<file path="src/rtl/frame_painter.sv">
// frame_painter: raster-scans a frame and paints ball, plate and 7-segment digits into a pixel sink.
// Define FRAME_PAINTER_BORDER_EN to also paint a separator column at SEP_X.
module frame_painter #(
   parameter  int SCR_W       = 160,
   parameter  int SCR_H       = 120,
   parameter  int NUM_DIGITS  = 9,
   parameter  int DIG_PER_ROW = 4,
   parameter  int DIG_X0      = 125,
   parameter  int DIG_Y0      = 8,
   parameter  int DIG_PITCH   = 7,
   parameter  int ROW_PITCH   = 24,
   parameter  int PLATE_H     = 4,
   parameter  int SEP_X       = 121,
   localparam int XW          = $clog2(SCR_W),
   localparam int YW          = $clog2(SCR_H)
) (
   input  logic                    clk,
   input  logic                    reset,
   input  logic [XW-1:0]           ballx,
   input  logic [YW-1:0]           bally,
   input  logic [XW-1:0]           platex,
   input  logic [YW-1:0]           platey,
   input  logic [5:0]              ballsize,
   input  logic [5:0]              platesize,
   input  logic [4*NUM_DIGITS-1:0] digits,
   input  logic                    redraw,
   input  logic                    wr_ready,
   output logic [XW-1:0]           x,
   output logic [YW-1:0]           y,
   output logic [2:0]              color,
   output logic                    plot,
   output logic                    busy,
   output logic                    frame_done
);

   localparam int XE = XW + 1;
   localparam int YE = YW + 1;

   typedef enum logic [1:0] {
      S_IDLE  = 2'd0,
      S_PAINT = 2'd1,
      S_DONE  = 2'd2
   } state_t;

   state_t                  state_q, state_d;
   logic [XW-1:0]           x_q, x_d;
   logic [YW-1:0]           y_q, y_d;
   logic                    pending_q, pending_d;
   logic [XW-1:0]           bx_q, bx_d, px_q, px_d;
   logic [YW-1:0]           by_q, by_d, py_q, py_d;
   logic [5:0]              bs_q, bs_d, ps_q, ps_d;
   logic [4*NUM_DIGITS-1:0] dig_q, dig_d;

   logic                    start_c;
   logic                    enter_paint;
   logic                    accept;
   logic                    last_px;
   logic [XE-1:0]           xe;
   logic [YE-1:0]           ye;
   int                      xi, yi;
   logic                    ball_hit, plate_hit, seg_hit;
   logic [NUM_DIGITS-1:0]   dig_hit;
   logic [2:0]              pix_c;

   // Segment order gfedcba; codes above 9 are blank.
   function automatic logic [6:0] seg7(input logic [3:0] d);
      logic [6:0] s;
      case (d)
         4'd0:    s = 7'h3F;
         4'd1:    s = 7'h06;
         4'd2:    s = 7'h5B;
         4'd3:    s = 7'h4F;
         4'd4:    s = 7'h66;
         4'd5:    s = 7'h6D;
         4'd6:    s = 7'h7D;
         4'd7:    s = 7'h07;
         4'd8:    s = 7'h7F;
         4'd9:    s = 7'h6F;
         default: s = 7'h00;
      endcase
      return s;
   endfunction

   // Any object input that differs from the painted snapshot, or an explicit request, starts a frame.
   assign start_c = redraw
                  | (ballx != bx_q) | (bally != by_q)
                  | (platex != px_q) | (platey != py_q)
                  | (ballsize != bs_q) | (platesize != ps_q)
                  | (digits != dig_q);

   assign accept      = (state_q == S_PAINT) && wr_ready;
   assign last_px     = (x_q == XW'(SCR_W - 1)) && (y_q == YW'(SCR_H - 1));
   assign enter_paint = (state_d == S_PAINT) && (state_q != S_PAINT);

   always_ff @(posedge clk or negedge reset) begin
      if (!reset) begin
         state_q <= S_IDLE;
      end else begin
         state_q <= state_d;
      end
   end

   always_comb begin
      state_d = state_q;
      unique case (state_q)
         S_IDLE:  if (start_c || pending_q) state_d = S_PAINT;
         S_PAINT: if (accept && last_px) state_d = S_DONE;
         S_DONE:  state_d = (start_c || pending_q) ? S_PAINT : S_IDLE;
         default: state_d = S_IDLE;
      endcase
   end

   always_comb begin
      plot       = 1'b0;
      busy       = 1'b0;
      frame_done = 1'b0;
      unique case (state_q)
         S_PAINT: begin
            plot = 1'b1;
            busy = 1'b1;
         end
         S_DONE: begin
            busy       = 1'b1;
            frame_done = 1'b1;
         end
         default: ;
      endcase
   end

   always_comb begin
      x_d       = x_q;
      y_d       = y_q;
      pending_d = pending_q;
      bx_d      = bx_q;
      by_d      = by_q;
      px_d      = px_q;
      py_d      = py_q;
      bs_d      = bs_q;
      ps_d      = ps_q;
      dig_d     = dig_q;
      if (enter_paint) begin
         x_d       = '0;
         y_d       = '0;
         pending_d = 1'b0;
         bx_d      = ballx;
         by_d      = bally;
         px_d      = platex;
         py_d      = platey;
         bs_d      = ballsize;
         ps_d      = platesize;
         dig_d     = digits;
      end else begin
         if ((state_q != S_IDLE) && start_c) pending_d = 1'b1;
         if (accept) begin
            if (x_q == XW'(SCR_W - 1)) begin
               x_d = '0;
               y_d = (y_q == YW'(SCR_H - 1)) ? '0 : y_q + YW'(1);
            end else begin
               x_d = x_q + XW'(1);
            end
         end
      end
   end

   always_ff @(posedge clk or negedge reset) begin
      if (!reset) begin
         x_q       <= '0;
         y_q       <= '0;
         pending_q <= 1'b0;
         bx_q      <= '0;
         by_q      <= '0;
         px_q      <= '0;
         py_q      <= '0;
         bs_q      <= '0;
         ps_q      <= '0;
         dig_q     <= '0;
      end else begin
         x_q       <= x_d;
         y_q       <= y_d;
         pending_q <= pending_d;
         bx_q      <= bx_d;
         by_q      <= by_d;
         px_q      <= px_d;
         py_q      <= py_d;
         bs_q      <= bs_d;
         ps_q      <= ps_d;
         dig_q     <= dig_d;
      end
   end

   // Object extents are compared one bit wider so that pos+size never wraps.
   assign xe = {1'b0, x_q};
   assign ye = {1'b0, y_q};
   assign xi = int'(x_q);
   assign yi = int'(y_q);

   assign ball_hit  = (xe >= {1'b0, bx_q}) && (xe <= {1'b0, bx_q} + XE'(bs_q))
                   && (ye >= {1'b0, by_q}) && (ye <= {1'b0, by_q} + YE'(bs_q));
   assign plate_hit = (xe >= {1'b0, px_q}) && (xe <= {1'b0, px_q} + XE'(ps_q))
                   && (ye >= {1'b0, py_q}) && (ye <= {1'b0, py_q} + YE'(PLATE_H - 1));

   for (genvar i = 0; i < NUM_DIGITS; i++) begin : g_digit
      localparam int SX = DIG_X0 + (i % DIG_PER_ROW) * DIG_PITCH;
      localparam int SY = DIG_Y0 + (i / DIG_PER_ROW) * ROW_PITCH;
      logic [6:0] segs;
      logic [6:0] on_seg;
      assign segs      = seg7(dig_q[4*i +: 4]);
      assign on_seg[0] = (yi == SY)      && (xi >= SX) && (xi <= SX + 5);
      assign on_seg[1] = (xi == SX + 5)  && (yi >= SY) && (yi <= SY + 5);
      assign on_seg[2] = (xi == SX + 5)  && (yi >= SY + 5) && (yi <= SY + 10);
      assign on_seg[3] = (yi == SY + 10) && (xi >= SX) && (xi <= SX + 5);
      assign on_seg[4] = (xi == SX)      && (yi >= SY + 5) && (yi <= SY + 10);
      assign on_seg[5] = (xi == SX)      && (yi >= SY) && (yi <= SY + 5);
      assign on_seg[6] = (yi == SY + 5)  && (xi >= SX) && (xi <= SX + 5);
      assign dig_hit[i] = |(segs & on_seg);
   end

`ifdef FRAME_PAINTER_BORDER_EN
   assign seg_hit = (|dig_hit) || (xi == SEP_X);
`else
   assign seg_hit = |dig_hit;
`endif

   always_comb begin
      pix_c = 3'b111;
      if (seg_hit) begin
         pix_c = 3'b000;
      end else if (ball_hit) begin
         pix_c = 3'b000;
      end else if (plate_hit) begin
         pix_c = 3'b110;
      end
   end

   assign x     = x_q;
   assign y     = y_q;
   assign color = plot ? pix_c : 3'b111;

endmodule

</file>
<file path="config.mk">
export PLATFORM = sky130hd
export DESIGN_NAME = frame_painter
export DESIGN_NICKNAME = d
export VERILOG_FILES = /design/src/rtl/frame_painter.sv
export SDC_FILE = /design/constraint.sdc
export NUM_CORES = 1
export LEC_CHECK = 0
export ABC_AREA = 0
export CELL_PAD_IN_SITES_DETAIL_PLACEMENT = 0
export CELL_PAD_IN_SITES_GLOBAL_PLACEMENT = 1
export CORE_AREA = 2 2 150 152
export DETAILED_ROUTE_END_ITERATION = 6
export DIE_AREA = 0 0 152 154
export PLACE_DENSITY_LB_ADDON = 0.1
export SLEW_MARGIN = 25
export SYNTH_ARGS = -nofsm -noshare
export SYNTH_HDL_FRONTEND = slang
export SYNTH_SLANG_ARGS = --single-unit
</file>
<file path="constraint.sdc">
create_clock -name clk -period 5.5 [get_ports clk]
set_input_delay 1.65 -clock clk [delete_from_list [all_inputs] [get_ports clk]]
set_output_delay 1.65 -clock clk [all_outputs]
set_load 0.01 [all_outputs]
</file>
**After elaboration in Yosys (flattened, before gate mapping)**

Memories as Yosys holds them, arrays and structs flattened.
Cells that the tools add are included.

- $add $sub $neg: 6
- Magnitude comparators: 28
- Equality and inequality tests: 30
- Mux-type cells: 20
- Bitwise gates (word level): 16
- Reductions and logical operators: 146

Operators by type and width:

| cell | number |
|---|---|
| 1-bit logical AND | 137 |
| 8-bit equality test (second input constant) | 9 |
| 7-bit AND | 9 |
| 63-bit OR reduction | 1 |
| 7-bit equality test (second input constant) | 7 |
| 36-bit inequality test | 1 |
| 8-bit <= comparator (second input constant) | 4 |
| 7-bit by 6-bit >= comparator with 1-bit output (second input constant) | 4 |
| 7-bit two-way mux | 4 |
| 8-bit >= comparator (second input constant) | 3 |
| 8-bit two-way mux | 3 |
| 7-bit by 6-bit <= comparator with 1-bit output (second input constant) | 3 |
| 8-bit by 6-bit adder with 9-bit output | 2 |
| 8-bit by 9-bit <= comparator with 1-bit output | 2 |
| 8-bit >= comparator | 2 |
| 7-bit by 8-bit <= comparator with 1-bit output | 2 |
| 8-bit inequality test | 2 |
| 7-bit by 5-bit equality test with 1-bit output (second input constant) | 2 |
| 7-bit by 4-bit >= comparator with 1-bit output (second input constant) | 2 |
| 7-bit >= comparator | 2 |
| 7-bit inequality test | 2 |
| 6-bit inequality test | 2 |
| 3-bit two-way mux | 3 |
| 7-bit by 2-bit adder with 8-bit output (second input constant) | 1 |
| other kinds (20) | 37 |

- Register bits after elaboration: 96
- Bits in read-only memories: 1008
- Input bits: 82
- Output and inout port bits: 21
- Memories kept: 9

Memories:

| memory | words | width | read ports | clocked after memory_dff | write ports | line | source |
|---|---|---|---|---|---|---|---|
| (no name shown) | 16 | 7 | 1 | 0 | 0 | 68 | `case (d)` |
| (no name shown) | 16 | 7 | 1 | 0 | 0 | 68 |  |
| (no name shown) | 16 | 7 | 1 | 0 | 0 | 68 |  |
| (no name shown) | 16 | 7 | 1 | 0 | 0 | 68 |  |
| (no name shown) | 16 | 7 | 1 | 0 | 0 | 68 |  |
| (no name shown) | 16 | 7 | 1 | 0 | 0 | 68 |  |
| 3 more memories | n/a | n/a | n/a | n/a | n/a | n/a |  |

**Depth between registers and ports, before layout**

Gate-level depths: netlist of the first run.

- Depth after elaboration: 15
- Depth in mapped cells: 15
- Gate-level depth less buffers: 15

**Worst setup path after synthesis of the first run**

Ideal clock, no wire load.

- Path type: register -> output
- From: register by_q[0]
- To: output port color[2]
- Arrival time: 3.186 ns
- Required time: 3.850 ns
- Slack: 0.664 ns
- Cell stages (with the launch flop): 16
- Buffers on the path: 1
- Path through: dfrtp_1 > ha_1 > fa_1 > a21oi_1 > nor2_1 > nor2_1 > o21bai_1 > a21oi_1 > xnor2_1 > ha_1 > o21a_1 > o22ai_1 > a2111oi_0 > a2111oi_0 > o31ai_1 > buf_4

- Longest elaborated chain between the ends: 6
- Elaborated cells between the ends (all ways): 8
- Classes of those cells: 1 x add/sub; 2 x order compare; 3 x mux; 2 x reduce/logical

Ends and longest elaborated chain:

| item | line | source |
|---|---|---|
| start, declared | 50 | `logic [YW-1:0] by_q, by_d, py_q, py_d;` |
| start signal, assigned | 182 | `by_q <= by_d;` |
| 7-bit by 6-bit adder with 8-bit output / 7-bit >= comparator (equally long branches) | 198 | `&& (ye >= {1'b0, by_q}) && (ye <= {1'b0, by_q} + YE'(bs_q));` |
| 7-bit by 8-bit <= comparator with 1-bit output / 1-bit logical AND (equally long branches) | 198 |  |
| 1-bit logical AND (*) | 198 |  |
| 3-bit two-way mux (*) | 228 | `end else if (ball_hit) begin` |
| 3-bit two-way mux (*) | 226 | `if (seg_hit) begin` |
| 3-bit two-way mux (*) | 237 | `assign color = plot ? pix_c : 3'b111;` |
| end, declared | 30 | `output logic [2:0] color,` |

Mark *: on every way between the ends. The rest lies on a longest branch, timed or not.

**Worst setup path in the final report of the first run**

- From: register bs_q[0]
- To: output port color[2]

- Longest elaborated chain between the ends: 8
- Elaborated cells between the ends (all ways): 10
- Classes of those cells: 2 x add/sub; 2 x order compare; 3 x mux; 3 x reduce/logical

Ends and longest elaborated chain:

| item | line | source |
|---|---|---|
| start, declared | 51 | `logic [5:0] bs_q, bs_d, ps_q, ps_d;` |
| start signal, assigned | 185 | `bs_q <= bs_d;` |
| 8-bit by 6-bit adder with 9-bit output | 197 | `assign ball_hit = (xe >= {1'b0, bx_q}) && (xe <= {1'b0, bx_q} + XE'(bs_q))` |
| 8-bit by 9-bit <= comparator with 1-bit output | 197 |  |
| 1-bit logical AND | 197 |  |
| 1-bit logical AND | 198 |  |
| 1-bit logical AND (*) | 198 |  |
| 3-bit two-way mux (*) | 228 |  |
| 3-bit two-way mux (*) | 226 |  |
| 3-bit two-way mux (*) | 237 |  |

Marked as above.

==> qor.json, run 1 <==
{
  "status": {
    "outcome": "finished clean"
  },
  "clocking": {
    "cts_made_buffers": 9,
    "clk-insertion-delay-late_ns": 0.37,
    "cts-root-buf": "sky130_fd_sc_hd__clkbuf_16",
    "worst_setup_hold_path_clk_slew_ns": 0.08,
    "clock_tree_from_tritoncts": "yes",
    "cts_htree_levels": 3,
    "cts_num_sinks": 96,
    "worst_case_clock_buffer_depth": 2
  },
  "setup_path": {
    "timing.critical_path.arrival_ns": 3.71,
    "worstSetupStartpointType": "flop",
    "critPathCaptureType": "primary output",
    "timing.critical_path.fanout_max": 3,
    "cp_data_required_time_ns": 3.85,
    "start_to_end_type_of_the_worst_setup_path": "reg -> out"
  },
  "floorplanning": {
    "io-pin-count": 103,
    "floorplan.die.height_um": 154,
    "std_cell_rows": 54,
    "design.core.area_sq_um": 21690,
    "initial_core_util": 0.4477,
    "die_area_sq_um": 23410,
    "die_x_um": 152
  },
  "yosys": {
    "synth-seq-cells": 96,
    "synthesis.area_per_instance_sq_um": 9.032,
    "synth_fp_nets": 1305,
    "synth.yosys.warnings": 0,
    "synth_enable_flop_cells": 0,
    "ys_types": 67,
    "synth_async_sr_flop_share": 1.000,
    "synth_top_flop_cell": "sky130_fd_sc_hd__dfrtp_1",
    "mappedNetlistArea_sq_um": 9709,
    "synthCells": 1075,
    "synth-seq-area-share": 0.2474
  },
  "routing": {
    "finalWirelength_um": 30660,
    "initialDrtViolationCount": 517,
    "ant_nets": 0,
    "remaining_drc_errors": 0,
    "average_wire_length_per_cell_after_detail_routing_um": 20.80,
    "drtPass1Iterations": 5,
    "total_via_count_after_detailed_routing": 8477,
    "via_per_inst": 5.751
  },
  "finish": {
    "final_cell_mix": "144 x sky130_fd_sc_hd__ha_1, 98 x sky130_fd_sc_hd__clkdlybuf4s50_1, 94 x sky130_fd_sc_hd__inv_1, 93 x sky130_fd_sc_hd__dfrtp_1, 65 x sky130_fd_sc_hd__a21oi_1",
    "drive_above_1_share": 0.1357,
    "finalCoreUtilization": 0.5368,
    "leading_cell_type_in_the_layout_fill_and_taps_excluded": "sky130_fd_sc_hd__ha_1",
    "nNetsFinal": 1420,
    "antennaDiodeCount": 0,
    "syn_to_final_growth_pct": 19.91
  },
  "sta": {
    "fmax_mhz": 186.7,
    "hold_viol_final": 0,
    "worst_clock_skew_ns": 0.01145,
    "worstMarginPinSlew_ns": 0.9038,
    "final_period_minus_worst_setup_slack_ns": 5.357,
    "final_period_util": 0.9741,
    "worst_hold_check_slack_ns": 0.5654,
    "setup_viol_count_final": 0,
    "timing_max_transition_violations_final": 0,
    "relative_max_transition_margin": 0.3880
  },
  "power_and_ir_drop": {
    "power.density_nw_per_um2": 199.9,
    "cellLeakagePower_nw": 5.076,
    "irDropWorstVdd_v": 0.0001511
  },
  "place": {
    "place.port_buffers": 102,
    "routability_driven_placement_congestion_ratio": 0.9264,
    "detailed_place_hpwl_um": 24300
  },
  "global_routing": {
    "vias_in_the_first_global_route": 8480,
    "globalRouteOverflowTotal": 0,
    "grt_antenna_before_repair": 0,
    "grt_max_degree": 71,
    "grt_pass1_wl_um": 47640,
    "track_usage": 0.2618
  },
  "worst_hold_path": {
    "hold_class": "reg -> reg"
  },
  "job": {
    "drv_cap": 0
  }
}
sequential cells by signal, summed over array words and instances, names as in the netlist:
signal	cells
bs_q	6
bx_q	8
by_q	7
dig_q	36
pending_q	1
ps_q	6
px_q	8
py_q	7
state_q	2
x	8
y	7
per-stage QoR:
| step | TNS, ns | instance area [sq um] | setup WS (ns) | cells | total power, mW |
|---|---|---|---|---|---|
| floorplan | 0 | 9709 | 0.6644 | 1075 | 1.321 |
| global placement | -0.06855 | 11190 | -0.06855 | 1452 | 1.679 |
| detailed placement | -0.08502 | 11190 | -0.08502 | 1452 | 1.682 |
| CTS | 0 | 11550 | 0.01035 | 1473 | 2.321 |
| global route | -0.004879 | 11640 | -0.004879 | 1474 | 2.474 |
| finish | 0 | 11640 | 0.1426 | 1474 | 2.327 |
critical path, cell delays in order, from the launching register on:
cell and delay [ns]:
sky130_fd_sc_hd__dfrtp_2 0.43, sky130_fd_sc_hd__ha_1 0.22, sky130_fd_sc_hd__fa_1 0.42, sky130_fd_sc_hd__a21oi_2 0.17
sky130_fd_sc_hd__o21ai_0 0.12, sky130_fd_sc_hd__o21a_1 0.20, sky130_fd_sc_hd__nor2_2 0.15, sky130_fd_sc_hd__xnor2_1 0.09
sky130_fd_sc_hd__ha_1 0.29, sky130_fd_sc_hd__nand4_1 0.12, sky130_fd_sc_hd__o32ai_2 0.14, sky130_fd_sc_hd__a21oi_2 0.09
sky130_fd_sc_hd__a2111oi_4 0.35, sky130_fd_sc_hd__o31ai_2 0.12, sky130_fd_sc_hd__buf_4 0.17, sky130_fd_sc_hd__dlygate4sd2_1 0.28
timing repair:
action	CTS	global route
gates resized for setup	21	18
pin swaps	4	6
buffers inserted	6	1
hold buffers	0	0
endpoints found under the setup margin	3	3
routing by layer:
layer  share of wire  track usage  up-vias
met5               0            0        -
met4           0.029      0.09168        0
met3           0.049      0.03044       52
met2            0.48       0.4547      254
met1            0.44       0.3373     4071
li1                -            -     4100
final timing paths:
kind / end / from / cells after the start / slack [ns]
setup / recovery: color[2] / bs_q[0] / 15 / 0.14
hold / removal: pending_q / pending_q / 2 / 0.57
setup reg to reg: dig_q[20] / by_q[5] / 8 / 2.27
hold reg to reg: pending_q / pending_q / 2 / 0.57
max in group asynchronous: bs_q[0] / reset / 2 / 3.30
min in group asynchronous: dig_q[9] / reset / 1 / 1.31
synthesized netlist by cell type (8+ instances only):
library cell,number,share of area
sky130_fd_sc_hd__xnor2_1,41,0.037
sky130_fd_sc_hd__ha_1,145,0.19
sky130_fd_sc_hd__a21oi_1,71,0.037
sky130_fd_sc_hd__nor4_1,16,0.010
sky130_fd_sc_hd__o21ai_0,62,0.032
sky130_fd_sc_hd__dfrtp_1,96,0.25
sky130_fd_sc_hd__a22oi_1,8,0.0062
sky130_fd_sc_hd__nor3_1,15,0.0077
sky130_fd_sc_hd__nor2b_1,14,0.0090
sky130_fd_sc_hd__xor2_1,48,0.043
sky130_fd_sc_hd__mux2i_1,16,0.016
sky130_fd_sc_hd__nand4_1,19,0.012
sky130_fd_sc_hd__inv_1,94,0.036
sky130_fd_sc_hd__mux2_2,37,0.043
sky130_fd_sc_hd__o22ai_1,25,0.016
sky130_fd_sc_hd__mux2_4,33,0.051
sky130_fd_sc_hd__nand2b_1,16,0.010
sky130_fd_sc_hd__a21o_1,8,0.0062
sky130_fd_sc_hd__o21a_1,9,0.0070
sky130_fd_sc_hd__nand3_1,22,0.011
sky130_fd_sc_hd__nand2_1,55,0.021
sky130_fd_sc_hd__nor2_1,53,0.020
sky130_fd_sc_hd__clkbuf_1,27,0.010
sky130_fd_sc_hd__a31oi_1,9,0.0058
cell type report:
cell class / instances / area [sq um]
fill: 2094 / 10050
multi-input combinational: 840 / 6873
sequential: 96 / 2406
timing repair buffer: 145 / 1375
inverter: 98 / 367.9
tap: 280 / 350.3
clock buffer: 10 / 229.0
clock inverter: 5 / 41.29
logic make-up after synthesis:
logic type	Yosys count	share of synthesized area
simple gates	260	0.1427
fa+ha+maj	148	0.1930
compound gates	257	0.1666
mux	86	0.1104
xor+xnor	89	0.08028
flops	96	0.2474
buf+inv	139	0.05954
power breakdown:
part | internal, mW | total, mW | switching, mW
clock | 0.309 | 0.624 | 0.315
sequential | 0.752 | 0.878 | 0.126
combinational | 0.391 | 0.825 | 0.434
total | 1.45 | 2.33 | 0.875
(Power assumes the default switching activity.)
==> inputs of run 2 (changes only) <==
- CELL_PAD_IN_SITES_DETAIL_PLACEMENT: 0 -> not set
- CELL_PAD_IN_SITES_GLOBAL_PLACEMENT: 1 -> not set
- CORE_AREA: 2 2 150 152 -> 2 2 134 136
- DIE_AREA: 0 0 152 154 -> 0 0 136 138
- PLACE_DENSITY: not set -> 0.79
- PLACE_DENSITY_LB_ADDON: 0.1 -> not set
- SETUP_SLACK_MARGIN: not set -> 0.15
==> qor.json, run 2 (same netlist as run 1, synthesis figures left out) <==
{
  "routing": {
    "remaining_drc_errors": {"value": 0, "change": "unchanged"},
    "total_via_count_after_detailed_routing": {"value": 8889, "change": "was 8477"},
    "initialDrtViolationCount": {"value": 676, "change": "was 517"},
    "drtPass1Iterations": {"value": 5, "change": "unchanged"},
    "finalWirelength": {"value": 30190, "unit": "um", "change": "was 30660 um"},
    "via_per_inst": {"value": 6.126, "change": "was 5.751"},
    "average_wire_length_per_cell_after_detail_routing": {"value": 20.81, "unit": "um", "change": "was 20.80 um"},
    "ant_nets": {"value": 0, "change": "unchanged"}
  },
  "floorplanning": {
    "floorplan.die.height": {"value": 138, "unit": "um", "change": "was 154 um"},
    "design.core.area": {"value": 17530, "unit": "sq um", "change": "was 21690 sq um"},
    "std_cell_rows": {"value": 49, "change": "was 54"},
    "io-pin-count": {"value": 103, "change": "unchanged"},
    "initial_core_util": {"value": 0.5537, "change": "was 0.4477"},
    "die_area": {"value": 18770, "unit": "sq um", "change": "was 23410 sq um"},
    "die_x": {"value": 136, "unit": "um", "change": "was 152 um"}
  },
  "power_and_ir_drop": {
    "share_clk_of_total_power": {"value": 0.301, "change": "was 0.268"},
    "switching_power": {"value": 895.5, "unit": "uW", "change": "was 875.2 uW"},
    "intPower": {"value": 1.635, "unit": "mW", "change": "was 1.452 mW"},
    "power.density": {"value": 212.6, "unit": "nW/um^2", "change": "was 199.9 nW/um^2"},
    "power.share.switching": {"value": 0.3539, "change": "was 0.3761"},
    "comb_power_share": {"value": 0.363, "change": "was 0.354"},
    "cellLeakagePower": {"value": 5.268, "unit": "nW", "change": "was 5.076 nW"},
    "totalPowerFinal": {"value": 2.530, "unit": "mW", "change": "was 2.327 mW"},
    "irDropWorstVdd": {"value": 0.0002027, "unit": "V", "change": "was 0.0001511 V"},
    "p_seq_frac": {"value": 0.336, "change": "was 0.377"}
  },
  "worst_hold_path": {
    "hold_class": {"value": "reg -> reg", "change": "unchanged"},
    "hold_ep": {"value": "ps_q[0]", "change": "was pending_q"},
    "hold_start": {"value": "ps_q[0]", "change": "was pending_q"},
    "min_delay_path_depth": {"value": 1, "change": "was 2"}
  },
  "sta": {
    "final_period_util": {"value": 0.9954, "change": "was 0.9741"},
    "relative_max_transition_margin": {"value": 0.3271, "change": "was 0.3880"},
    "setup_viol_count_final": {"value": 0, "change": "unchanged"},
    "timing_max_transition_violations_final": {"value": 0, "change": "unchanged"},
    "final_period_minus_worst_setup_slack": {"value": 5.475, "unit": "ns", "change": "was 5.357 ns"},
    "hold_viol_final": {"value": 0, "change": "unchanged"},
    "worstMarginPinSlew": {"value": 0.9967, "unit": "ns", "change": "was 0.9038 ns"},
    "worst_clock_skew": {"value": 0.01470, "unit": "ns", "change": "was 0.01145 ns"},
    "fmax": {"value": 182.7, "unit": "MHz", "change": "was 186.7 MHz"},
    "grt_setup_unrepaired": "true"
  },
  "finish": {
    "leading_cell_type_in_the_layout_fill_and_taps_excluded": {"value": "sky130_fd_sc_hd__ha_1", "change": "unchanged"},
    "layout.area.seq": {"value": 2405, "unit": "sq um", "change": "was 2406 sq um"},
    "finalCoreUtilization": {"value": 0.6788, "change": "was 0.5368"},
    "finish.instance_area": {"value": 11900, "unit": "sq um", "change": "was 11640 sq um"},
    "nNetsFinal": {"value": 1447, "change": "was 1420"},
    "syn_to_final_growth": {"value": 22.59, "unit": "%", "change": "was 19.91%"},
    "largest_reg_flops": {"value": 36, "change": "unchanged"},
    "registers.top_by_ff_count": {"value": "dig_q", "change": "unchanged"},
    "num-fill-cells": {"value": 1398, "change": "was 2094"},
    "multiInputGateArea": {"value": 6918, "unit": "sq um", "change": "was 6873 sq um"},
    "antennaDiodeCount": {"value": 0, "change": "unchanged"},
    "final_cell_mix": {"value": "143 x sky130_fd_sc_hd__ha_1, 98 x sky130_fd_sc_hd__clkdlybuf4s50_1, 94 x sky130_fd_sc_hd__inv_1, 94 x sky130_fd_sc_hd__dfrtp_1, 65 x sky130_fd_sc_hd__buf_4", "change": "was 144 x sky130_fd_sc_hd__ha_1, 98 x sky130_fd_sc_hd__clkdlybuf4s50_1, 94 x sky130_fd_sc_hd__inv_1, 93 x sky130_fd_sc_hd__dfrtp_1, 65 x sky130_fd_sc_hd__a21oi_1"},
    "drive_above_1_share": {"value": 0.1637, "change": "was 0.1357"}
  },
  "global_routing": {
    "most_crowded_layer_after_global_routing": {"value": "met2", "change": "unchanged"},
    "track_usage": {"value": 0.3176, "change": "was 0.2618"},
    "grt.met3_usage": {"value": 0.05464, "change": "was 0.03044"},
    "globalRouteOverflowTotal": {"value": 0, "change": "unchanged"},
    "grt_max_degree": {"value": 68, "change": "was 71"},
    "globalRouteMet1Util": {"value": 0.4007, "change": "was 0.3373"},
    "grt_antenna_before_repair": {"value": 0, "change": "unchanged"},
    "vias_in_the_first_global_route": {"value": 8849, "change": "was 8480"},
    "groute.layer.met2.usage": {"value": 0.5242, "change": "was 0.4547"},
    "grt_pass1_wl": {"value": 46250, "unit": "um", "change": "was 47640 um"}
  },
  "place": {
    "place.port_buffers": {"value": 102, "change": "unchanged"},
    "detailed_place_hpwl": {"value": 22920, "unit": "um", "change": "was 24300 um"},
    "routability_driven_placement_congestion_ratio": {"value": 0.9606, "change": "was 0.9264"},
    "placed_cell_area": {"value": 11220, "unit": "sq um", "change": "was 11190 sq um"}
  },
  "setup_path": {
    "critPathCaptureType": {"value": "primary output", "change": "unchanged"},
    "worst_r2r_startpoint": {"value": "bx_q[1]", "change": "was by_q[5]"},
    "r2r-end": {"value": "dig_q[16]", "change": "was dig_q[20]"},
    "timing.critical_path.fanout_max": {"value": 2, "change": "was 3"},
    "cp_data_required_time": {"value": 3.85, "unit": "ns", "change": "about the same"},
    "reg2reg_setup_slack": {"value": 2.15, "unit": "ns", "change": "was 2.27 ns"},
    "worstSetupStartpoint": {"value": "bs_q[0]", "change": "unchanged"},
    "timing.critical_path.arrival": {"value": 3.82, "unit": "ns", "change": "was 3.71 ns"},
    "start_to_end_type_of_the_worst_setup_path": {"value": "reg -> out", "change": "unchanged"},
    "worstSetupStartpointType": {"value": "flop", "change": "unchanged"},
    "worstRegToRegCells": {"value": 10, "change": "was 8"}
  },
  "clocking": {
    "cts_htree_levels": {"value": 3, "change": "unchanged"},
    "cts-root-buf": {"value": "sky130_fd_sc_hd__clkbuf_16", "change": "unchanged"},
    "cts_num_sinks": {"value": 96, "change": "unchanged"},
    "cts_made_buffers": {"value": 9, "change": "unchanged"},
    "worst_case_clock_buffer_depth": {"value": 2, "change": "unchanged"},
    "worst_setup_hold_path_clk_slew": {"value": 0.08, "unit": "ns", "change": "about the same"},
    "clock_tree_from_tritoncts": {"value": "yes", "change": "unchanged"},
    "clk-insertion-delay-late": {"value": 0.37, "unit": "ns", "change": "about the same"}
  },
  "job": {
    "drv_cap": {"value": 0, "change": "unchanged"}
  },
  "status": {
    "outcome": {"value": "finished clean", "change": "unchanged"}
  }
}
-- run 2: cell count changes in the layout (fill, tap and decap cells not counted), moves of 2 or more --
cell,before,now
sky130_fd_sc_hd__o21ai_2,0,2
sky130_fd_sc_hd__a21oi_2,6,8
sky130_fd_sc_hd__bufinv_16,0,3
sky130_fd_sc_hd__o21ai_0,58,56
sky130_fd_sc_hd__buf_4,40,65
sky130_fd_sc_hd__a21oi_1,65,63
sky130_fd_sc_hd__buf_6,1,6
sky130_fd_sc_hd__clkinvlp_4,2,0
sky130_fd_sc_hd__dlygate4sd2_1,2,0
-- run 2: cell type report --
cell class,instances,share of cell area
flip-flops and latches,96,0.2020
clock inverters,6,0.009671
well taps,229,0.02407
multi-input cells,840,0.5812
clock buffers,10,0.01924
repair buffers,172,0.1329
inverters,98,0.03091
-- run 2: worst max-delay path by stage --
stage               end  slack, ns  cells after the start
4_1_cts        color[1]       0.09                     15
5_1_grt        color[0]      -0.13                     18
3_3_place_gp   color[2]      -0.03                     15
3_5_place_dp   color[1]      -0.05                     15
6_report       color[0]       0.03                     21
2_1_floorplan  color[2]       0.66                     15
-- run 2: repair_timing --
| item | in CTS | in global routing |
|---|---|---|
| resized for setup | 39 | 18 |
| pin swaps | 16 | 15 |
| endpoints found under the setup margin | 3 | 3 |
| setup buffers | 10 | 9 |
| hold buffers | 0 | 0 |
-- run 2: per-stage QoR --
| stage | std cells | TNS (ns) | setup WS, ns | hold WS (ns) |
|---|---|---|---|---|
| floorplan | 1075 | 0 | 0.6644 | 0.5045 |
| CTS | 1442 | 0 | 0.08667 | 0.5697 |
| global route | 1451 | -0.1317 | -0.1317 | 0.5938 |
| detailed placement | 1416 | -0.1076 | -0.04633 | 0.5520 |
| global placement | 1416 | -0.06848 | -0.03438 | 0.5283 |
| finish | 1451 | 0 | 0.02531 | 0.5663 |
-- run 2: power by group through the flow --
stage	Clock (mW)	Combinational [mW]	Sequential, mW
after floorplan	0	0.480	0.841
after global placement	0	0.808	0.855
after detailed placement	0	0.826	0.859
after CTS	0.770	0.872	0.845
after global routing	0.793	0.996	0.858
final	0.761	0.918	0.851
-- run 2: per-layer routing --
layer	share of wire	vias up	wire [um]
li1	-	4147	-
met1	0.41	4279	12260
met2	0.47	374	14340
met3	0.070	89	2113
met4	0.049	0	1483
met5	0	-	0
-- run 2: critical path, stage by stage (launching register included) --
cell and delay, ns:
sky130_fd_sc_hd__dfrtp_1 0.40, sky130_fd_sc_hd__buf_6 0.14, sky130_fd_sc_hd__ha_4 0.16, sky130_fd_sc_hd__fa_2 0.40, sky130_fd_sc_hd__a21oi_2 0.19, sky130_fd_sc_hd__o21ai_2 0.09, sky130_fd_sc_hd__o21a_1 0.19, sky130_fd_sc_hd__nor2_2 0.14
sky130_fd_sc_hd__buf_4 0.14, sky130_fd_sc_hd__buf_4 0.09, sky130_fd_sc_hd__buf_4 0.09, sky130_fd_sc_hd__buf_4 0.09, sky130_fd_sc_hd__buf_6 0.09, sky130_fd_sc_hd__buf_6 0.09, sky130_fd_sc_hd__o32ai_2 0.07, sky130_fd_sc_hd__a21oi_2 0.16
sky130_fd_sc_hd__a2111oi_4 0.06, sky130_fd_sc_hd__buf_4 0.17, sky130_fd_sc_hd__buf_6 0.10, sky130_fd_sc_hd__o41ai_2 0.33, sky130_fd_sc_hd__buf_4 0.17, sky130_fd_sc_hd__buf_6 0.09
